--- config.mk ---
export PLATFORM = sky130hd
export DESIGN_NAME = lsu_ctrl
export DESIGN_NICKNAME = d
export VERILOG_FILES = /design/src/rtl/lsu_ctrl_pkg.sv /design/src/rtl/lsu_ctrl_align.sv /design/src/rtl/lsu_ctrl.sv
export SDC_FILE = /design/constraint.sdc
export NUM_CORES = 1
export LEC_CHECK = 0
export CAP_MARGIN = 40
export CORE_ASPECT_RATIO = 0.8
export CORE_MARGIN = 2
export CORE_UTILIZATION = 40
export DETAILED_ROUTE_END_ITERATION = 7
export PLACE_DENSITY_LB_ADDON = 0.2
export SETUP_SLACK_MARGIN = 0.15
export SLEW_MARGIN = 20
export SYNTH_ARGS = -nofsm -noshare
export SYNTH_HDL_FRONTEND = slang
export SYNTH_SLANG_ARGS = --single-unit
export TNS_END_PERCENT = 10
--- constraint.sdc ---
create_clock -name clk -period 2.4 [get_ports clk]
set_input_delay 0.48 -clock clk [delete_from_list [all_inputs] [get_ports clk]]
set_output_delay 0.48 -clock clk [all_outputs]
set_load 0.01 [all_outputs]
--- src/rtl/lsu_ctrl_pkg.sv ---
// Shared types, funct3 encodings and the alignment/legality rule for the load/store sequencer.
package lsu_ctrl_pkg;

  localparam int DATA_W = 32;
  localparam int AW     = $clog2(DATA_W / 8);

  typedef enum logic [1:0] {
    ST_IDLE,
    ST_RD,
    ST_WR,
    ST_RESP
  } state_e;

  // Loads use all five encodings; stores use only B/H/W.
  localparam logic [2:0] F3_B  = 3'd0;
  localparam logic [2:0] F3_H  = 3'd1;
  localparam logic [2:0] F3_W  = 3'd2;
  localparam logic [2:0] F3_BU = 3'd4;
  localparam logic [2:0] F3_HU = 3'd5;

  function automatic logic access_err(input logic           we,
                                      input logic [2:0]     funct3,
                                      input logic [AW-1:0]  addr);
    logic err;
    err = 1'b1;
    if (we) begin
      case (funct3)
        F3_B:    err = 1'b0;
        F3_H:    err = addr[0];
        F3_W:    err = |addr;
        default: err = 1'b1;
      endcase
    end else begin
      case (funct3)
        F3_B, F3_BU: err = 1'b0;
        F3_H, F3_HU: err = addr[0];
        F3_W:        err = |addr;
        default:     err = 1'b1;
      endcase
    end
    return err;
  endfunction

endpackage

--- src/rtl/lsu_ctrl_align.sv ---
// Combinational byte-lane logic: extracts and extends load data from a bus word (lu)
// and merges narrow store data into a previously read word (su).
module lsu_ctrl_align
  import lsu_ctrl_pkg::*;
(
  input  logic [AW-1:0]     addr,
  input  logic [2:0]        funct3,
  input  logic [DATA_W-1:0] ld_word,
  input  logic [DATA_W-1:0] st_word,
  input  logic [DATA_W-1:0] st_data,
  output logic [DATA_W-1:0] lu_data,
  output logic [DATA_W-1:0] su_word
);

  logic [7:0]  ld_byte;
  logic [15:0] ld_half;

  always_comb begin
    ld_byte = ld_word[{addr, 3'b000} +: 8];
    ld_half = ld_word[{addr[1], 4'b0000} +: 16];
    lu_data = '0;
    case (funct3)
      F3_B:    lu_data = {{(DATA_W-8){ld_byte[7]}}, ld_byte};
      F3_BU:   lu_data = {{(DATA_W-8){1'b0}}, ld_byte};
      F3_H:    lu_data = {{(DATA_W-16){ld_half[15]}}, ld_half};
      F3_HU:   lu_data = {{(DATA_W-16){1'b0}}, ld_half};
      F3_W:    lu_data = ld_word;
      default: lu_data = '0;
    endcase
  end

  always_comb begin
    su_word = st_word;
    case (funct3)
      F3_B:    su_word[{addr, 3'b000} +: 8]     = st_data[7:0];
      F3_H:    su_word[{addr[1], 4'b0000} +: 16] = st_data[15:0];
      F3_W:    su_word = st_data;
      default: su_word = st_word;
    endcase
  end

endmodule

--- src/rtl/lsu_ctrl.sv ---
// Load/store sequencer: one request at a time, alignment check, read-modify-write for
// sub-word stores, single outstanding word-aligned bus access, registered response.
module lsu_ctrl
  import lsu_ctrl_pkg::*;
#(
  parameter int XLEN = DATA_W
) (
  input  logic            clk,
  input  logic            rst,
  input  logic            req_valid,
  output logic            req_ready,
  input  logic            req_we,
  input  logic [2:0]      req_funct3,
  input  logic [XLEN-1:0] req_addr,
  input  logic [XLEN-1:0] req_wdata,
  output logic            resp_valid,
  output logic [XLEN-1:0] resp_rdata,
  output logic            resp_err,
  output logic            mem_req,
  output logic            mem_we,
  output logic [XLEN-1:0] mem_addr,
  output logic [XLEN-1:0] mem_wdata,
  input  logic            mem_ack,
  input  logic [XLEN-1:0] mem_rdata
);

  state_e            state_q, state_d;
  logic              we_q, we_d;
  logic [2:0]        f3_q, f3_d;
  logic [XLEN-1:0]   addr_q, addr_d;
  logic [XLEN-1:0]   wdata_q, wdata_d;
  logic [XLEN-1:0]   word_q, word_d;
  logic [XLEN-1:0]   rdata_q, rdata_d;
  logic              err_q, err_d;

  logic [XLEN-1:0]   lu_data;
  logic [XLEN-1:0]   su_word;

  lsu_ctrl_align u_align (
    .addr    (addr_q[AW-1:0]),
    .funct3  (f3_q),
    .ld_word (mem_rdata),
    .st_word (word_q),
    .st_data (wdata_q),
    .lu_data (lu_data),
    .su_word (su_word)
  );

  // NOTE: every variable gets its hold value first so no path through the case infers a latch.
  always_comb begin
    state_d = state_q;
    we_d    = we_q;
    f3_d    = f3_q;
    addr_d  = addr_q;
    wdata_d = wdata_q;
    word_d  = word_q;
    rdata_d = rdata_q;
    err_d   = err_q;
    case (state_q)
      ST_IDLE: begin
        if (req_valid) begin
          we_d    = req_we;
          f3_d    = req_funct3;
          addr_d  = req_addr;
          wdata_d = req_wdata;
          if (access_err(req_we, req_funct3, req_addr[AW-1:0])) begin
            rdata_d = '0;
            err_d   = 1'b1;
            state_d = ST_RESP;
          end else if (req_we && req_funct3 == F3_W) begin
            state_d = ST_WR;
          end else begin
            state_d = ST_RD;
          end
        end
      end
      ST_RD: begin
        if (mem_ack) begin
          word_d = mem_rdata;
          if (we_q) begin
            state_d = ST_WR;
          end else begin
            rdata_d = lu_data;
            err_d   = 1'b0;
            state_d = ST_RESP;
          end
        end
      end
      ST_WR: begin
        if (mem_ack) begin
          rdata_d = '0;
          err_d   = 1'b0;
          state_d = ST_RESP;
        end
      end
      ST_RESP: state_d = ST_IDLE;
      default: state_d = ST_IDLE;
    endcase
  end

  // NOTE: sequential state uses non-blocking assignments so all flops update from pre-edge values.
  always_ff @(posedge clk) begin
    if (rst) begin
      state_q <= ST_IDLE;
      we_q    <= 1'b0;
      f3_q    <= '0;
      addr_q  <= '0;
      wdata_q <= '0;
      word_q  <= '0;
      rdata_q <= '0;
      err_q   <= 1'b0;
    end else begin
      state_q <= state_d;
      we_q    <= we_d;
      f3_q    <= f3_d;
      addr_q  <= addr_d;
      wdata_q <= wdata_d;
      word_q  <= word_d;
      rdata_q <= rdata_d;
      err_q   <= err_d;
    end
  end

  // Bus outputs derive only from registered state, so they hold steady until the ack.
  assign req_ready  = (state_q == ST_IDLE);
  assign mem_req    = (state_q == ST_RD) || (state_q == ST_WR);
  assign mem_we     = (state_q == ST_WR);
  assign mem_addr   = {addr_q[XLEN-1:AW], {AW{1'b0}}};
  assign mem_wdata  = (state_q == ST_WR) ? su_word : '0;
  assign resp_valid = (state_q == ST_RESP);
  assign resp_rdata = rdata_q;
  assign resp_err   = err_q;

endmodule
# [Word-level counts from Yosys, hierarchy flattened]
# Index checks and enable logic that the tools add are counted.
# Widths: inputs -> output; s select.
[op_classes] n_addsub=2 n_reduce_logical=13 shift=6 n_eq_ne=16 muxes=29
[op_table] op="$mux 32" n=6
[op_table] op="$pmux 32 s3" n=2
[op_table] op="$pmux 32 s5" n=1
[op_table] op="$bwmux 32" n=2
[op_table] op="$shift 16x7->32 const A" n=1
[op_table] op="$shift 8x7->32 const A" n=1
[op_table] op="$shiftx 16x7->32" n=1
[op_table] op="$shiftx 32x6->16" n=1
[op_table] op="$shiftx 32x6->8" n=1
[op_table] op="$shiftx 8x7->32" n=1
[op_table] op="$neg 5->7" n=2
[op_table] op="$eq 3x3->1 const B" n=4
[op_table] op="$mux 2" n=5
[op_table] op="$mux 1" n=9
[op_table] op="$pmux 1 s3" n=3
[op_table] op="$pmux 2 s4" n=1
[op_table] op="$eq 3x1->1 const B" n=2
[op_table] op="$eq 3x2->1 const B" n=2
[op_table] op="$logic_not 3->1" n=2
[op_table] op="$ne 2x2->1 const B" n=3
[op_table] op="$reduce_and 6->1" n=1
[op_table] op="$reduce_or 2->1" n=3
[op_table] op="$eq 2x2->1 const B" n=2
[op_table] op="$ne 2x1->1 const B" n=2
[op_table] op="other kinds (7)" n=8
[totals] input_bits=104 ff_bits=135

# [Depth between registers and ports, before layout]
[depth] word_depth=9 depth_mapped=10 mapped_depth_nobuf=7

# [By module]
# From an unflattened synthesis, not the netlist that was laid out.
[hier_totals] hier_cells=1000 area_unflattened_um2=7773.7
[by_module_without_submodules] mod="lsu_ctrl" cells_each=688 area_each_um2=5469.0 instances=1
[by_module_without_submodules] mod="lsu_ctrl_align" cells_each=312 area_each_um2=2304.7 instances=1

# [Worst setup path before layout]
# OpenSTA, ideal clock, no wires.
[synth_timing] path_type="register -> output" start="reg addr_q[1]" end="out mem_wdata[24]" path_slack_ns=-0.199 t_arrival_ns=2.119 path_stages_with_launch=9 required_ns=1.920 path_cell_list="dfxtp_1 -> buf_4 -> buf_2 -> inv_1 -> ha_1 -> nor4b_1 -> and3_1 -> a22oi_1 -> o21ai_0"
[synth_via] elab_chain_cells=5 elab_cells_between_ends=10 cone_classes="add/sub: 2; shift: 4; mux: 4"
[synth_rtl] item="start, declared" line="lsu_ctrl.sv:30" rtl="logic [XLEN-1:0] addr_q, addr_d;"
[synth_rtl] item="start signal, assigned" line="lsu_ctrl.sv:116" rtl="addr_q <= addr_d;"
[synth_rtl] item="$neg 5->7, on equally long branches" line="lsu_ctrl_align.sv:36, lsu_ctrl_align.sv:35"
[synth_rtl] item="$shiftx 16x7->32, or another cell as far along" line="lsu_ctrl_align.sv:36" rtl="F3_H: su_word[{addr[1], 4'b0000} +: 16] = st_data[15:0];"
[synth_rtl] item="$bwmux 32, on equally long branches" line="lsu_ctrl_align.sv:36, lsu_ctrl_align.sv:35"
[synth_rtl] item="$pmux 32 s3 *" line="lsu_ctrl_align.sv:34" rtl="case (funct3)"
[synth_rtl] item="$mux 32 *" line="lsu_ctrl.sv:129" rtl="assign mem_wdata = (state_q == ST_WR) ? su_word : '0;"
[synth_rtl] item="end, declared" line="lsu_ctrl.sv:22" rtl="output logic [XLEN-1:0] mem_wdata,"
# Every way passes the cells marked *; elsewhere a longest branch is shown, timed or not.

# [Worst setup path in the final report]
[layout_timing] start="reg addr_q[0]" end="out mem_wdata[12]"
[layout_via] elab_chain_cells=5 elab_cells_between_ends=6 cone_classes="add/sub: 1; shift: 2; mux: 3"
[layout_rtl] item="$neg 5->7 *" line="lsu_ctrl_align.sv:35" rtl="F3_B: su_word[{addr, 3'b000} +: 8] = st_data[7:0];"
[layout_rtl] item="$shiftx 8x7->32 or $shift 8x7->32 (tied branches)" line="lsu_ctrl_align.sv:35"
[layout_rtl] item="$bwmux 32 *" line="lsu_ctrl_align.sv:35"
[layout_rtl] item="$pmux 32 s3 *" line="lsu_ctrl_align.sv:34"
[layout_rtl] item="$mux 32 *" line="lsu_ctrl.sv:129"
# Marked as above.

==> impl_metrics.tcl <==
set metrics [dict create \
    routed_wl_mm 23.4 \
    required_ps 1920 \
    groute.usage.overall 0.265 \
    layout-drive-gt1-share 0.163 \
    grt_max_degree 49 \
    crit_fanout 5 \
    switching_share 0.350 \
    fin_util 0.588 \
    drc 0 \
    chipHeight_um 120 \
    end_kind "output port" \
    p_leak_nw 3.67 \
    grt_pass1_vias 6770 \
    die_area_um2 17900 \
    nNetsFinal 1147 \
    cts_tree "built" \
    period_share 1.08 \
    skew_ps 11.1 \
    clock_path_buffers 2 \
    internal_power_mw 6.08 \
    critPathKind "reg2out" \
    via_count 6941 \
    cts_root_buf "clkbuf_16" \
    die_w_um 149 \
    violations "negative setup slack" \
    io_pins 205 \
    grt_overflow 0 \
    syn2layout_area_growth_pct 44.5 \
    io_buffers 202 \
    slew_violations 0 \
    antenna_found_initial 0 \
    ys_seq_elements 135 \
    path_clk_slew_ps 50 \
    cts_buffers 17 \
    rsz0062_at_grt "true" \
    arrival_ps 2110 \
    core_area_um2 16500 \
    row_count 42 \
    grt_pass1_wl_mm 37.0 \
    syn_area_um2 6720 \
    slew_headroom 0.619 \
    start_util 0.407 \
    cp-start-kind "register" \
    ant_nets 0 \
    avgSynthCellArea_um2 7.92 \
    multi_input_area_um2 3590 \
    worstHoldPathType "reg2reg" \
    fillerInstances 1587 \
    cts_hold_buf 0 \
    whs_ps 452 \
    setup_ws_ps -190 \
    antennaDiodeCount 0 \
    hold_violations 0 \
    htreeDepth 4 \
    setup_viol 32 \
    cap_violations 0 \
    finalCriticalPeriod_ps 2590 \
    status "complete, but fails checks" \
    place_hpwl_mm 17.0 \
    netSwitchingPower_mw 3.28 \
    dr.first_iter.drc_count 632 \
    ys_types 47 \
    postSynthCellCount 849 \
    cts.sinks 135 \
    async_flop_share 0 \
    pwr-share-seq 0.307 \
    tightest_slew_ps 572 \
    synth_edf_count 0 \
    final-seq-area_um2 2710 \
    max_freq_ghz 0.386 \
    clk_latency_ps 420 \
    comb_power_share 0.402 \
    vias_per_cell 5.48 \
    ys.flop_type "dfxtp_1" \
    cellPowerDensity_nw_per_um2 964 \
    synth-seq-area-share 0.402 \
    place_congestion 0.912 \
    irDropWorstVdd_mv 0.603 \
    p_clk_frac 0.291 \
    synth_warnings 0 \
    wl_per_cell_um 18.5 \
    dr.pass1.iters 8 \
]
==> final cells by class <==
class                      instances  area share
multi-input combinational        606       0.370
sequential                       135       0.279
timing repair buffer             267       0.256
clock buffer                      24      0.0517
tap                              220      0.0283
clock inverter                     8      0.0121
inverter                           6     0.00258
==> synthesized netlist by cell type (all sizes together), types with 2 or more instances <==
cell    number  area share
nand2      212        0.12
dfxtp      135        0.40
a21oi      118       0.090
clkbuf      52       0.029
buf         51       0.051
nor2        41       0.023
a32oi       35       0.046
nor2b       34       0.032
a22oi       26       0.029
a221o       16       0.024
a22o        16       0.021
a21o        11       0.012
ha          10       0.019
o21ai       10      0.0074
and2         9      0.0087
o22ai        9      0.0084
a222oi       8       0.012
mux2         8       0.013
nor3b        7      0.0078
inv          6      0.0034
o21bai       4      0.0045
o221ai       4      0.0052
mux2i        3      0.0045
nand2b       3      0.0028
nor3         3      0.0022
and4         2      0.0026
nand3b       2      0.0022
or3b         2      0.0026
==> cells by family (layout without fill, tap and decap cells) <==
family	after synthesis	count (layout)	synth area share
multiplexers	12	12	0.0212
flip-flops	135	135	0.402
other	1	2	0.000558
AND/OR/NAND/NOR	320	320	0.207
AO/OA/AOI/OAI	262	262	0.267
buffers and inverters	109	305	0.0836
adder cells (fa/ha/maj)	10	10	0.0186
==> worst paths after layout <==
kind	start	endpoint	slack, ps	cells after the start
hold / removal	addr_q[31]	addr_q[31]	450	2
setup reg to reg	addr_q[0]	resp_rdata[8]	290	8
setup / recovery	addr_q[0]	mem_wdata[12]	-190	8
hold reg to reg	addr_q[31]	addr_q[31]	450	2
==> metal layers <==
metal / up-vias / wire length, µm / global-route usage
li1: 3336 / - / -
met1: 3255 / 10700 / 0.374
met2: 326 / 10400 / 0.389
met3: 24 / 2150 / 0.0829
met4: 0 / 271 / 0.0708
met5: - / 0 / 0
==> cell usage in the layout (no fill, tap or decap), types with 17 or more instances in the layout <==
master / count
clkdlybuf4s50_1: 167
a32oi_1: 35
dfxtp_1: 131
a21oi_1: 114
buf_2: 27
a22oi_1: 25
nand2_1: 210
clkbuf_16: 17
nor2_1: 41
buf_4: 55
nor2b_1: 33
==> per-stage QoR <==
stage | TNS, ps | setup slack (ps) | power (mW) | cells | cell area, µm²
after floorplan | 0 | 169 | 5.02 | 850 | 6780
after global placement | -5450 | -221 | 6.51 | 1232 | 9100
after detailed placement | -6980 | -305 | 6.52 | 1232 | 9100
after CTS | -4850 | -202 | 9.33 | 1266 | 9680
after global routing | -8140 | -312 | 9.85 | 1266 | 9710
final | -4490 | -190 | 9.36 | 1266 | 9710
==> sequential cells by signal (all words and copies together) (netlist names) <==
signal and cells:
addr_q 32, wdata_q 32, word_q 32, state_q 2, resp_err 1, we_q 1, resp_rdata 32, f3_q 3
==> power groups by stage <==
stage	registers, mW	logic [mW]	clock network, mW
5_1_grt	2.91	4.07	2.88
3_5_place_dp	2.90	3.62	0
4_1_cts	2.86	3.71	2.76
2_1_floorplan	2.83	2.19	0
3_3_place_gp	2.90	3.61	0
6_report	2.87	3.76	2.72
==> timing repair <==
item,CTS,global route
pin swaps,29,13
gates resized for setup,163,8
setup endpoints to repair,35,33
buffers inserted,2,0
gates cloned,0,0
==> worst max-delay path: stages (launching register included) <==
cell and delay, ps:
dfxtp_2 350, inv_2 60, ha_4 260, nor2b_4 130, and4_4 150, buf_6 130
a222oi_1 370, nor2b_1 90, buf_2 150
No activity file was read; power rests on OpenSTA's default activity.
